$ cat src/rtl/param_combo_lock_if.sv
// Interface for param_combo_lock: the digit-entry inputs and the registered
// status outputs, with a master (keypad side) and a slave (lock side) view.
interface param_combo_lock_if #(
  parameter int NUM_DIGITS = 6,
  parameter int DIGIT_W    = 4,
  parameter int MAX_FAILS  = 3
);
  localparam int DC_W = $clog2(NUM_DIGITS + 1);
  localparam int FC_W = $clog2(MAX_FAILS + 1);

  logic [DIGIT_W-1:0] digit_in;
  logic               digit_valid;
  logic               clear;
  logic               prog_start;

  logic               is_open;
  logic               is_closed;
  logic               locked_out;
  logic               digit_err;
  logic [DIGIT_W-1:0] digit_echo;
  logic [DC_W-1:0]    digits_entered;
  logic [FC_W-1:0]    fail_count;
  logic [2:0]         state_out;

  modport master (
    output digit_in, digit_valid, clear, prog_start,
    input  is_open, is_closed, locked_out, digit_err, digit_echo,
           digits_entered, fail_count, state_out
  );

  modport slave (
    input  digit_in, digit_valid, clear, prog_start,
    output is_open, is_closed, locked_out, digit_err, digit_echo,
           digits_entered, fail_count, state_out
  );
endinterface

$ cat src/rtl/param_combo_lock.sv
// Parametrised combination lock with failed-attempt lockout.
// Define COMBO_PROG_EN to allow reprogramming the combination from OPEN.
module param_combo_lock #(
  parameter int                            NUM_DIGITS     = 6,
  parameter int                            DIGIT_W        = 4,
  parameter logic [NUM_DIGITS*DIGIT_W-1:0] COMBO          = 24'h703262,
  parameter int                            MAX_FAILS      = 3,
  parameter int                            LOCKOUT_CYCLES = 16
) (
  input logic                clk,
  input logic                reset,
  param_combo_lock_if.slave  bus
);
  localparam int CW   = NUM_DIGITS * DIGIT_W;
  localparam int DC_W = $clog2(NUM_DIGITS + 1);
  localparam int FC_W = $clog2(MAX_FAILS + 1);
  localparam int LC_W = $clog2(LOCKOUT_CYCLES);

  localparam logic [DC_W-1:0]    LAST_IDX  = DC_W'(NUM_DIGITS - 1);
  localparam logic [FC_W-1:0]    FAIL_MAX  = FC_W'(MAX_FAILS);
  localparam logic [FC_W-1:0]    FAIL_LAST = FC_W'(MAX_FAILS - 1);
  localparam logic [LC_W-1:0]    LC_LOAD   = LC_W'(LOCKOUT_CYCLES - 1);
  localparam logic [DIGIT_W-1:0] MAX_DEC   = DIGIT_W'(9);

  typedef enum logic [2:0] {
    S_IDLE    = 3'd0,
    S_ENTER   = 3'd1,
    S_OPEN    = 3'd2,
    S_CLOSED  = 3'd3,
    S_LOCKOUT = 3'd4,
    S_PROG    = 3'd5
  } state_t;

  state_t             state;
  logic [CW-1:0]      combo_q;
  logic               mismatch;
  logic [LC_W-1:0]    lock_cnt;
  logic               open_q, closed_q, locked_q, err_q;
  logic [DIGIT_W-1:0] echo_q;
  logic [DC_W-1:0]    count_q;
  logic [FC_W-1:0]    fail_q;

`ifndef COMBO_PROG_EN
  assign combo_q = COMBO;
  logic unused_prog;
  assign unused_prog = bus.prog_start;
`endif

  // Combination digit for the current position; the index is clamped so the
  // select stays in range while the count sits at NUM_DIGITS.
  logic [DC_W-1:0]    digit_idx;
  logic [DIGIT_W-1:0] expected_digit;
  logic               digit_bad, last_digit, attempt_bad;

  // NOTE: every variable written in always_comb gets a value on every path, so no latch is inferred.
  always_comb begin
    digit_idx      = (count_q > LAST_IDX) ? LAST_IDX : count_q;
    expected_digit = combo_q[(NUM_DIGITS - 1 - int'(digit_idx)) * DIGIT_W +: DIGIT_W];
    digit_bad      = (bus.digit_in > MAX_DEC) || (bus.digit_in != expected_digit);
    last_digit     = (count_q == LAST_IDX);
    attempt_bad    = mismatch || digit_bad;
  end

  // NOTE: state is updated with non-blocking assignments so every register samples pre-edge values.
  always_ff @(posedge clk or posedge reset) begin
    if (reset) begin
      state    <= S_IDLE;
      mismatch <= 1'b0;
      lock_cnt <= '0;
      open_q   <= 1'b0;
      closed_q <= 1'b0;
      locked_q <= 1'b0;
      err_q    <= 1'b0;
      echo_q   <= '0;
      count_q  <= '0;
      fail_q   <= '0;
`ifdef COMBO_PROG_EN
      // NOTE: the combination register is deliberately reset so a reset always restores the built-in code.
      combo_q  <= COMBO;
`endif
    end else begin
      case (state)
        S_IDLE, S_ENTER: begin
          if (bus.digit_valid) begin
            echo_q  <= bus.digit_in;
            err_q   <= (bus.digit_in > MAX_DEC);
            count_q <= count_q + 1'b1;
            if (!last_digit) begin
              state    <= S_ENTER;
              mismatch <= attempt_bad;
            end else begin
              mismatch <= 1'b0;
              if (!attempt_bad) begin
                state  <= S_OPEN;
                open_q <= 1'b1;
                fail_q <= '0;
              end else if (fail_q == FAIL_LAST) begin
                state    <= S_LOCKOUT;
                locked_q <= 1'b1;
                fail_q   <= FAIL_MAX;
                lock_cnt <= LC_LOAD;
              end else begin
                state    <= S_CLOSED;
                closed_q <= 1'b1;
                fail_q   <= fail_q + 1'b1;
              end
            end
          end
        end

        S_OPEN: begin
`ifdef COMBO_PROG_EN
          if (bus.prog_start) begin
            state   <= S_PROG;
            open_q  <= 1'b0;
            count_q <= '0;
          end else
`endif
          if (bus.clear) begin
            state    <= S_IDLE;
            open_q   <= 1'b0;
            count_q  <= '0;
            mismatch <= 1'b0;
          end
        end

        S_CLOSED: begin
          if (bus.clear) begin
            state    <= S_IDLE;
            closed_q <= 1'b0;
            count_q  <= '0;
            mismatch <= 1'b0;
          end
        end

        // Clear and digit strobes are ignored for the whole timed lockout.
        S_LOCKOUT: begin
          if (lock_cnt == '0) begin
            state    <= S_IDLE;
            locked_q <= 1'b0;
            fail_q   <= '0;
            count_q  <= '0;
          end else begin
            lock_cnt <= lock_cnt - 1'b1;
          end
        end

`ifdef COMBO_PROG_EN
        S_PROG: begin
          if (bus.clear) begin
            state   <= S_IDLE;
            count_q <= '0;
          end else if (bus.digit_valid) begin
            echo_q  <= bus.digit_in;
            err_q   <= (bus.digit_in > MAX_DEC);
            combo_q <= (combo_q << DIGIT_W) | CW'(bus.digit_in);
            if (last_digit) begin
              state   <= S_IDLE;
              count_q <= '0;
            end else begin
              count_q <= count_q + 1'b1;
            end
          end
        end
`endif

        default: begin
          state    <= S_IDLE;
          open_q   <= 1'b0;
          closed_q <= 1'b0;
          locked_q <= 1'b0;
          count_q  <= '0;
          mismatch <= 1'b0;
        end
      endcase
    end
  end

  assign bus.is_open        = open_q;
  assign bus.is_closed      = closed_q;
  assign bus.locked_out     = locked_q;
  assign bus.digit_err      = err_q;
  assign bus.digit_echo     = echo_q;
  assign bus.digits_entered = count_q;
  assign bus.fail_count     = fail_q;
  assign bus.state_out      = state;
endmodule

$ cat src/flat_wrapper.sv
// flat-port wrapper written by rule: the top's interface ports become plain ports
module param_combo_lock_flat 
#(
  parameter int                            NUM_DIGITS     = 6,
  parameter int                            DIGIT_W        = 4,
  parameter logic [NUM_DIGITS*DIGIT_W-1:0] COMBO          = 24'h703262,
  parameter int                            MAX_FAILS      = 3,
  parameter int                            LOCKOUT_CYCLES = 16
)
  (clk, reset, bus_digit_in, bus_digit_valid, bus_clear, bus_prog_start, bus_is_open, bus_is_closed, bus_locked_out, bus_digit_err, bus_digit_echo, bus_digits_entered, bus_fail_count, bus_state_out);
  param_combo_lock_if #(.NUM_DIGITS(NUM_DIGITS), .DIGIT_W(DIGIT_W), .MAX_FAILS(MAX_FAILS)) bus_i ();
  input logic clk;
  input logic reset;
  input wire logic [$bits(bus_i.digit_in)-1:0] bus_digit_in;
  input wire logic [$bits(bus_i.digit_valid)-1:0] bus_digit_valid;
  input wire logic [$bits(bus_i.clear)-1:0] bus_clear;
  input wire logic [$bits(bus_i.prog_start)-1:0] bus_prog_start;
  output wire logic [$bits(bus_i.is_open)-1:0] bus_is_open;
  output wire logic [$bits(bus_i.is_closed)-1:0] bus_is_closed;
  output wire logic [$bits(bus_i.locked_out)-1:0] bus_locked_out;
  output wire logic [$bits(bus_i.digit_err)-1:0] bus_digit_err;
  output wire logic [$bits(bus_i.digit_echo)-1:0] bus_digit_echo;
  output wire logic [$bits(bus_i.digits_entered)-1:0] bus_digits_entered;
  output wire logic [$bits(bus_i.fail_count)-1:0] bus_fail_count;
  output wire logic [$bits(bus_i.state_out)-1:0] bus_state_out;
  assign bus_i.digit_in = bus_digit_in;
  assign bus_i.digit_valid = bus_digit_valid;
  assign bus_i.clear = bus_clear;
  assign bus_i.prog_start = bus_prog_start;
  assign bus_is_open = bus_i.is_open;
  assign bus_is_closed = bus_i.is_closed;
  assign bus_locked_out = bus_i.locked_out;
  assign bus_digit_err = bus_i.digit_err;
  assign bus_digit_echo = bus_i.digit_echo;
  assign bus_digits_entered = bus_i.digits_entered;
  assign bus_fail_count = bus_i.fail_count;
  assign bus_state_out = bus_i.state_out;
  param_combo_lock #(.NUM_DIGITS(NUM_DIGITS), .DIGIT_W(DIGIT_W), .COMBO(COMBO), .MAX_FAILS(MAX_FAILS), .LOCKOUT_CYCLES(LOCKOUT_CYCLES)) u_core (.clk(clk), .reset(reset), .bus(bus_i));
endmodule
$ cat config.mk
export PLATFORM = sky130hd
export DESIGN_NAME = param_combo_lock_flat
export DESIGN_NICKNAME = d
export VERILOG_FILES = /design/src/rtl/param_combo_lock_if.sv /design/src/rtl/param_combo_lock.sv /design/src/flat_wrapper.sv
export SDC_FILE = /design/constraint.sdc
export NUM_CORES = 1
export LEC_CHECK = 0
export ABC_AREA = 1
export BUFFER_PORTS_ARGS = -buffer_cell sky130_fd_sc_hd__buf_2
export CELL_PAD_IN_SITES_DETAIL_PLACEMENT = 2
export CELL_PAD_IN_SITES_GLOBAL_PLACEMENT = 2
export CORE_ASPECT_RATIO = 0.8
export CORE_MARGIN = 10
export CORE_UTILIZATION = 31
export CTS_BUF_LIST = sky130_fd_sc_hd__clkbuf_4 sky130_fd_sc_hd__clkbuf_8
export DETAILED_ROUTE_END_ITERATION = 8
export PLACE_DENSITY = 0.77
export REMOVE_ABC_BUFFERS = 1
export SYNTH_ARGS = -nofsm -noshare
export SYNTH_HDL_FRONTEND = slang
export SYNTH_SLANG_ARGS = --single-unit
$ cat constraint.sdc
create_clock -name clk -period 2.05 [get_ports clk]
set_input_delay 0.615 -clock clk [delete_from_list [all_inputs] [get_ports clk]]
set_output_delay 0.615 -clock clk [all_outputs]
set_load 0.02 [all_outputs]
### Word level (Yosys, flattened, before mapping)

Cells that the tools add are included.
W data, S select, Z words.

| storage, ports and cells | value |
|---|---|
| flip-flop bits (word level) | 21 |
| input bits | 9 |
| output and inout port bits | 16 |
| bits in latches | 0 |
| memories kept | 0 |
| ROM bits | 0 |
| word-level logic and storage cells | 97 |
| memory bits (writable) | 0 |

| operators by class | value |
|---|---|
| multipliers | 0 |
| reductions and logical operators | 17 |
| shift-type cells | 1 |
| multiplexer cells | 41 |
| magnitude comparators | 2 |
| eq/ne operators | 18 |
| divide/modulo/power cells | 0 |
| bitwise gates (word level) | 4 |
| $add $sub $neg | 4 |

Operators with widths:

| operator | count |
|---|---|
| $shiftx A24 B32 Y4 const A | 1 |
| $mux W3 | 8 |
| $mux W4 | 5 |
| $pmux W3 S3 | 2 |
| $reduce_and A6 Y1 | 3 |
| $mux W1 | 15 |
| $ne A2 B2 Y1 const B | 6 |
| $pmux W1 S3 | 4 |
| $mux W2 | 5 |
| $ne A2 B1 Y1 const B | 5 |
| $pmux W4 S2 | 1 |
| $reduce_or A2 Y1 | 4 |
| $eq A3 B2 Y1 const B | 2 |
| $eq A3 B3 Y1 const B | 2 |
| $reduce_and A3 Y1 | 2 |
| $reduce_and A5 Y1 | 1 |
| $gt A4 B4 Y1 const B | 1 |
| $logic_not A4 Y1 | 1 |
| $ne A4 B4 Y1 | 1 |
| $not A1 Y1 | 4 |
| $pmux W2 S2 | 1 |
| $reduce_and A4 Y1 | 1 |
| $sub A3 B3 Y4 const A | 1 |
| $sub A4 B1 Y4 const B | 1 |
| 9 further kinds | 10 |

### Longest topological paths before layout

Gate-level depths: netlist of run 1.

| logic depth | value |
|---|---|
| depth after elaboration | 11 |
| mapped depth | 10 |
| depth with buffers taken out | 10 |

### Worst setup path before layout of run 1

Ideal clock, no wire load.

| path | value |
|---|---|
| path type | flip-flop to flip-flop |
| start point | reg u_core.count_q[0] (netlist: u_core.bus.digits_entered[0]) |
| end point | reg u_core.lock_cnt[2] |
| stages on the path, launching flop included | 9 |
| data arrival time | 1483 ps |
| period minus slack after synthesis | 1601 ps |
| data required time | 1933 ps |
| setup slack | 449 ps |
| path through | dfrtp_1 ha_1 nand2_1 nand2_1 nand2_1 a21oi_4 nand3_4 nand2_1 nand2_1 |

| on the way | value |
|---|---|
| word-level cells in the longest chain between the ends | 9 |
| elaborated cells on any way between the ends | 11 |
| those cells by class | add/sub: 1; order compare: 1; eq/ne: 4; shift: 1; mux: 1; reduce/logical: 3 |

Ends and longest elaborated chain:

| element | RTL line | text |
|---|---|---|
| start, declared | param_combo_lock.sv:40 | `logic [DC_W-1:0] count_q;` |
| start signal, assigned | param_combo_lock.sv:87 | `count_q <= count_q + 1'b1;` |
| $gt A3 B3 Y1 | param_combo_lock.sv:57 | `digit_idx = (count_q > LAST_IDX) ? LAST_IDX : count_q;` |
| $mux W3 | param_combo_lock.sv:57 |  |
| $sub A3 B3 Y4 | param_combo_lock.sv:58 | `expected_digit = combo_q[(NUM_DIGITS - 1 - int'(digit_idx)) * DIGIT_W +: DIGIT_W];` |
| $shiftx A24 B32 Y4 | param_combo_lock.sv:58 |  |
| $ne A4 B4 Y1 | param_combo_lock.sv:59 | `digit_bad = (bus.digit_in > MAX_DEC) \|\| (bus.digit_in != expected_digit);` |
| $logic_or A1 B1 Y1 | param_combo_lock.sv:59 |  |
| $logic_or A1 B1 Y1 | param_combo_lock.sv:61 | `attempt_bad = mismatch \|\| digit_bad;` |
| $ne A2 B1 Y1 (no source line) | -- |  |
| $reduce_and A6 Y1 (no source line) (*) | -- |  |
| end signal, assigned | param_combo_lock.sv:144 | `lock_cnt <= lock_cnt - 1'b1;` |
| end, declared | param_combo_lock.sv:37 | `logic [LC_W-1:0] lock_cnt;` |

Every way passes the cells marked *; elsewhere a longest branch is shown, timed or not.
A chain may end at the register's enable or synchronous reset.

### Worst setup path after layout of run 1

| path | value |
|---|---|
| start point | reg u_core.count_q[0] (netlist: u_core.bus.digits_entered[0]) |
| end point | reg u_core.lock_cnt[0] |

The elaborated chain is that of the path after synthesis.

==> results of run 1 <==
metal layers:
metal	up-vias	GRT usage	wire, um
met1	574	0.145	1710
met3	4	0.0288	146
li1	561	-	-
met4	0	0.0246	32
met5	-	0	0
met2	15	0.211	1900
critical path, delay by kind of cell, from the launching register on:
kind,cells,cell delay [ns]
compound gates,1,0.25
fa+ha+maj,1,0.22
flops,1,0.51
simple gates,6,0.74
layout make-up:
class,instances,share of cell area
Tap cell,44,0.0386
Timing Repair Buffer,25,0.0912
Multi-Input combinational cell,115,0.404
Clock buffer,4,0.0342
Sequential cell,21,0.368
Inverter,24,0.0632
synthesized netlist by cell type:
cell type	number
a21oi_1	4
a21oi_2	1
a21oi_4	1
a31oi_1	1
dfrtp_1	21
ha_1	4
inv_1	20
inv_2	4
nand2_1	47
nand2_2	2
nand3_1	12
nand3_4	1
nand4_1	2
nor2_1	22
nor2_2	1
nor3_1	1
nor3_4	1
o21ai_0	8
o21ai_1	2
o22ai_1	2
or2_2	1
xnor2_1	2
cell families (layout without fill, tap and decap cells):
logic type	after synthesis	in the layout	share of synthesized area
adders and majority gates	4	4	0.0420
and+or+nand+nor	90	90	0.332
DFF	21	21	0.441
AOI/OAI and AO/OA	19	19	0.0955
xor gates and xnor gates	2	2	0.0147
buffers and inverters	24	53	0.0755
sequential cells by signal (all words and copies together), names as in the netlist:
signal	flops
u_core.bus.digit_echo	4
u_core.lock_cnt	4
u_core.bus.digits_entered	3
u_core.bus.state_out	3
u_core.bus.fail_count	2
u_core.bus.digit_err	1
u_core.bus.is_closed	1
u_core.bus.is_open	1
u_core.bus.locked_out	1
u_core.mismatch	1
power by group through the flow:
stage / clock network (mW) / logic, mW / registers [mW]
global placement: 0 / 1.13 / 0.762
CTS: 0.308 / 1.23 / 0.769
finish: 0.296 / 1.20 / 0.765
detailed placement: 0 / 1.20 / 0.777
floorplan: 0 / 0.673 / 0.903
global route: 0.327 / 1.35 / 0.809
path summary, 6_finish.rpt:
| kind | to | slack [ns] | depth (start not counted) | start |
|---|---|---|---|---|
| worst max-delay path | u_core.lock_cnt[0]$_DFFE_PP0P_ | 0.21 | 8 | u_core.bus.digits_entered[0]$_DFFE_PP0P_ |
| worst min-delay path | u_core.bus.digit_err$_DFFE_PP0P_ | 0.38 | 3 | reset |
| worst max register to register | u_core.lock_cnt[0]$_DFFE_PP0P_ | 0.21 | 8 | u_core.bus.digits_entered[0]$_DFFE_PP0P_ |
| worst min register to register | u_core.bus.digit_echo[3]$_DFFE_PP0P_ | 0.48 | 2 | u_core.bus.digit_echo[3]$_DFFE_PP0P_ |
| max in group asynchronous | u_core.lock_cnt[3]$_DFFE_PP0P_ | 1.45 | 3 | reset |
| min in group clk | u_core.bus.digit_echo[3]$_DFFE_PP0P_ | 0.48 | 2 | u_core.bus.digit_echo[3]$_DFFE_PP0P_ |
==> metrics.md, run 1 <==
| Metric | Value |
|---|---|
| Status | complete, no violations |
| Num CTS Buffers | 3 |
| Slew Limit Fails | 0 |
| RSZ-0062 raised after global routing | no |
| Post-detail-place hpwl | 2970 um |
| Leading cell types in the layout, fill and taps excluded | 47 x nand2_1, 23 x buf_2, 22 x nor2_1, 21 x dfrtp_1, 20 x inv_1 |
| WP data required | around 2.2 ns |
| Synthesized area | about 0.0012 mm2 |
| Sw Pwr | between 1 and 1.5 mW |
| Die Area | just under 0.007 mm2 |
| Fin cells | around 230 |
| Final hold violations | 0 |
| WHS | 0.377 ns |
| Setup slack after placement | approximately 0.18 ns |
| Ratio of cells with drive above 1 in the final layout | 0.217 |
| Core Util, Final | 0.380 |
| # diodes | 0 |
| #FFs+latches synth | 21 |
| Seq/Total Area, Yosys | 0.441 |
| CTS root buffer | clkbuf_8 |
| Via density | approximately 5.0 |
| Overflow after GRT | 0 |
| CP endpoint kind | flop |
| CTS tree | done |
| # IOs | 25 |
| Fmax | around 0.54 GHz |
| Overall Power | approximately 2.3 mW |
| Core ar. | between 0.003 and 0.004 mm2 |
| Switching power share of the total | 0.501 |
| Vias in the first global route | about 1,200 |
| Final worst slack | ~0.21 ns |
| Max IR drop VDD | roughly 460 uV |
| Synthesized instance count | 160 |
| Placed cell count | around 230 |
| DR pass1 iterations | 4 |
| Lkg Pwr | around 0.76 nW |
| Total Neg Setup Slack | 0 ns |
| Startpoint Class | flop |
| Fillers | about 470 |
| Critical path data arrival time | between 1.5 and 2 ns |
| Most frequent CP cell | nand2_1 |
| First-pass GRT wire length | around 6300 um |
| Clock Skew | between 0.003 and 0.004 ns |
| Routability Congestion | approximately 0.83 |
| H-Tree Level Count | 1 |
| Area after DPL | about 0.0014 mm2 |
| Initial antenna violation count | 0 |
| Die width | around 90 um |
| Commonest non-fill, non-tap cell in the layout | nand2_1 |
| Clock buffer depth | 2 |
| Final #Nets | a little over 200 |
| Area occupied by multi-input gates | about 580 um2 |
| Worst-path clk slew | about 0.080 ns |
| Via count | 1,154 |
| Setup CP Type | flop to flop |
| Detailed Route WL | about 3800 um |
| Area leader, netlist | dfrtp_1 |
| Die height | 75.5 um |
| Synth cell types | 22 |
| Syn Area/Cell | approximately 7.5 um2 |
| Relative slew slack | 0.746 |
| DR iter-0 viols | 47 |
| Synthesis-to-finish area growth | 19.6% |
| Storage element area | ~530 um2 |
| Initial Util | 0.318 |
| Number of port buffers | 23 |
| Fin crit share | 0.896 |
| Post-layout minimum cycle time | 1.84 ns |
| CP peak stage delay | ~0.51 ns |
| Reg power frac | 0.338 |
| P_int | around 1.1 mW |
| Post-route design area | 0.00143 mm2 |
| Syn. warnings | 0 |
| Post-CTS Resized | 0 |
| # setup viols final | 0 |
| Num Clock Sinks | 21 |
| CP max FO | 10 |
| Synth area leaders | dfrtp_1 44%, nand2_1 15%, nor2_1 6.9% |
| Routed wire per std cell | about 16 um |
| Gate power share | 0.531 |
| Clk_lat worst skew | ~0.26 ns |
| Max-cap violations | 0 |
| Hold-fix buffer count after cts | 0 |
| Power per cell area | between 1500 and 2000 mW/mm2 |
| ANT nets after route | 0 |
| Cell Rows | 20 |
| Largest net degree at the start of global routing | 22 |
| Gr usage total | 0.120 |
| Top cell type's share of synthesized area | 0.441 |
| Clk pwr share | 0.131 |
| Residual DRC | 0 |
| # Post-CTS Setup Buffers | 0 |
| Hold Path Class | input pin to async pin |
| Slowest CP cell | dfrtp_1 |
| Slew @ Worst Pin | approximately 0.38 ns |
| Worst-path cell chain | ha_1 -> nand2_1 -> nand2_1 -> nand2_1 -> a21oi_4 -> nand3_4 -> nand2_1 -> nand2_1 |
Power figures use the tool's default switching activity.
==> run 2, diff against run 1 <==
PLACE_DENSITY = default   (was 0.77)
PLACE_DENSITY_LB_ADDON = 0.1   (was default)
RECOVER_POWER = 50   (was default)
==> run 2 against run 1 <==
Compared with the run above:
- critical path depth is the same
- sequential share of layout area rose by 0.23 points
- flip-flop and latch count unchanged
- sequential power is 1% higher
- die area did not move
- routed wire length decreased by 2.9%
- highest routed layer unchanged
- non-clock buffer count increased by 1
- register-to-register slack improved by 0.09 ns
- clock power fell by 5%
- via count shrank 0.69%
- power is 0.91% lower
==> metrics.md, run 2 (synthesis results as in run 1) <==
| Metric | Value |
|---|---|
| Status | complete, no violations |
| Most frequent CP cell | nand2_1 |
| DR pass1 iterations | 4 |
| Leading cell types in the layout, fill and taps excluded | 47 x nand2_1, 22 x nor2_1, 21 x dfrtp_1, 20 x inv_1, 15 x buf_2 |
| Synthesis-to-finish area growth | 18.9% |
| DR iter-0 viols | 27 |
| Storage element area | ~530 um2 |
| Residual DRC | 0 |
| Hold Path Class | flop to flop |
| Max IR drop VDD | around 450 uV |
| Total Neg Setup Slack | 0 ns |
| Via density | between 4 and 5 |
| Num CTS Buffers | 3 |
| Critical path data arrival time | between 1.5 and 2 ns |
| Sw Pwr | 1.13 mW |
| Gr usage total | 0.116 |
| Fmax | between 0.5 and 0.6 GHz |
| P_int | roughly 1.1 mW |
| # diodes | 0 |
| Routability Congestion | between 0.8 and 0.9 |
| Core ar. | 0.00375 mm2 |
| Vias in the first global route | ~1,200 |
| Setup slack after placement | roughly 0.18 ns |
| Reg power frac | 0.345 |
| Switching power share of the total | 0.504 |
| Fin crit share | 0.850 |
| RR Endpoint | u_core.lock_cnt[1]$_DFFE_PP0P_ |
| Num Clock Sinks | 21 |
| Largest net degree at the start of global routing | 22 |
| Worst-path cell chain | o21ai_0 -> nand3_1 -> nor2_1 -> nand2_1 -> nand2_1 -> nand2_1 -> nand3_1 -> nand2_1 |
| Detailed Route WL | about 3700 um |
| Worst Path Buf+Inv | 0 |
| Die height | about 75 um |
| Overall Power | around 2.2 mW |
| Final hold violations | 0 |
| # Post-CTS Setup Buffers | 0 |
| # IOs | 25 |
| Die width | 89.3 um |
| Gate power share | 0.530 |
| Commonest non-fill, non-tap cell in the layout | nand2_1 |
| Power per cell area | roughly 1600 mW/mm2 |
| R2R Setup Slk | between 0.3 and 0.4 ns |
| Initial antenna violation count | 0 |
| Slew Limit Fails | 0 |
| Lkg Pwr | around 0.74 nW |
| Cell Rows | 20 |
| CTS tree | done |
| R2R depth | 8 |
| Beginning of the critical path | u_core.bus.digits_entered[0]$_DFFE_PP0P_ |
| Initial Util | 0.318 |
| Ratio of cells with drive above 1 in the final layout | 0.174 |
| Routed wire per std cell | around 16 um |
| Clk_lat worst skew | roughly 0.27 ns |
| Via count | approximately 1,100 |
| CP peak stage delay | 0.49 ns |
| ANT nets after route | 0 |
| Number of cells on the critical path | 8 |
| Max-cap violations | 0 |
| Worst R2R Start | u_core.bus.digits_entered[0]$_DFFE_PP0P_ |
| Hold-fix buffer count after cts | 0 |
| Number of port buffers | 23 |
| Post-layout minimum cycle time | around 1.7 ns |
| CP endpoint | u_core.lock_cnt[1]$_DFFE_PP0P_ |
| WP data required | 2.21 ns |
| First-pass GRT wire length | 6080 um |
| CP endpoint kind | flop |
| CP max FO | 10 |
| Fillers | around 470 |
| # setup viols final | 0 |
| Final worst slack | between 0.3 and 0.4 ns |
| Setup CP Type | flop to flop |
| Hold path cells | 2 |
| CTS root buffer | clkbuf_8 |
| Post-CTS Resized | 0 |
| Clk pwr share | 0.126 |
| Die Area | a little under 0.007 mm2 |
| Delay-heaviest family, CP | simple AND/OR/NAND/NOR gates |
| Slowest CP cell | dfrtp_1 |
| Post-detail-place hpwl | 2900 um |
| H-Tree Level Count | 1 |
| Relative slew slack | 0.182 |
| WHS | approximately 0.48 ns |
| Startpoint Class | flop |
| Clock Skew | approximately 0.004 ns |
| RSZ-0062 raised after global routing | no |
| Clock buffer depth | 2 |
| Slew @ Worst Pin | between 1 and 1.5 ns |
| Final #Nets | roughly 200 |
| Overflow after GRT | 0 |
| Worst-path clk slew | ~0.08 ns |
| Area occupied by multi-input gates | slightly below 600 um2 |
==> run 2: changes by cell type in the layout (fill, tap and decap cells not counted) <==
cell | previous run | this run
clkbuf_1 | 0 | 9
buf_2 | 23 | 15
clkbuf_4 | 1 | 0
clkinv_2 | 0 | 1
==> run 2: power groups by stage <==
stage                     Combinational, mW  Clock [mW]  Sequential [mW]
after floorplan                       0.673           0            0.903
after global placement                 1.16           0            0.763
after detailed placement               1.21           0            0.781
after CTS                              1.22       0.294            0.773
after global routing                   1.34       0.319            0.808
final                                  1.19       0.281            0.773
==> run 2: per-layer routing <==
layer | vias up | routed length [um] | GRT usage
met5 | - | 0 | 0
met4 | 0 | 27 | 0.0211
met3 | 4 | 153 | 0.0299
met2 | 19 | 1760 | 0.200
met1 | 560 | 1740 | 0.145
li1 | 563 | - | -
==> run 2: worst min-delay path, cell delays in order, from the launching register on <==
cell and delay (ns):
dfrtp_1 0.35, nand2_1 0.05, nand2_1 0.05
==> run 2: layout make-up <==
class | instances | area share
multi-input combinational | 115 | 0.407
sequential | 21 | 0.371
timing repair buffer | 26 | 0.0874
inverter | 24 | 0.0635
tap | 44 | 0.0388
clock buffer | 3 | 0.0291
clock inverter | 1 | 0.00353
==> run 2: metrics by stage <==
step	instance area, um2	utilization	cells
final	1420	0.378	234
after global routing	1420	0.378	234
after CTS	1430	0.381	234
after detailed placement	1390	0.369	230
after global placement	1390	0.369	230
after floorplan	1190	-	160
==> run 2: worst min-delay path by stage <==
stage,from,to
floorplan,u_core.lock_cnt[0]$_DFFE_PP0P_,u_core.lock_cnt[0]$_DFFE_PP0P_
global placement,u_core.bus.digit_echo[3]$_DFFE_PP0P_,u_core.bus.digit_echo[3]$_DFFE_PP0P_
detailed placement,u_core.bus.digit_echo[3]$_DFFE_PP0P_,u_core.bus.digit_echo[3]$_DFFE_PP0P_
CTS,reset,u_core.bus.digits_entered[1]$_DFFE_PP0P_
global route,u_core.bus.digit_echo[3]$_DFFE_PP0P_,u_core.bus.digit_echo[3]$_DFFE_PP0P_
finish,u_core.bus.digit_echo[3]$_DFFE_PP0P_,u_core.bus.digit_echo[3]$_DFFE_PP0P_
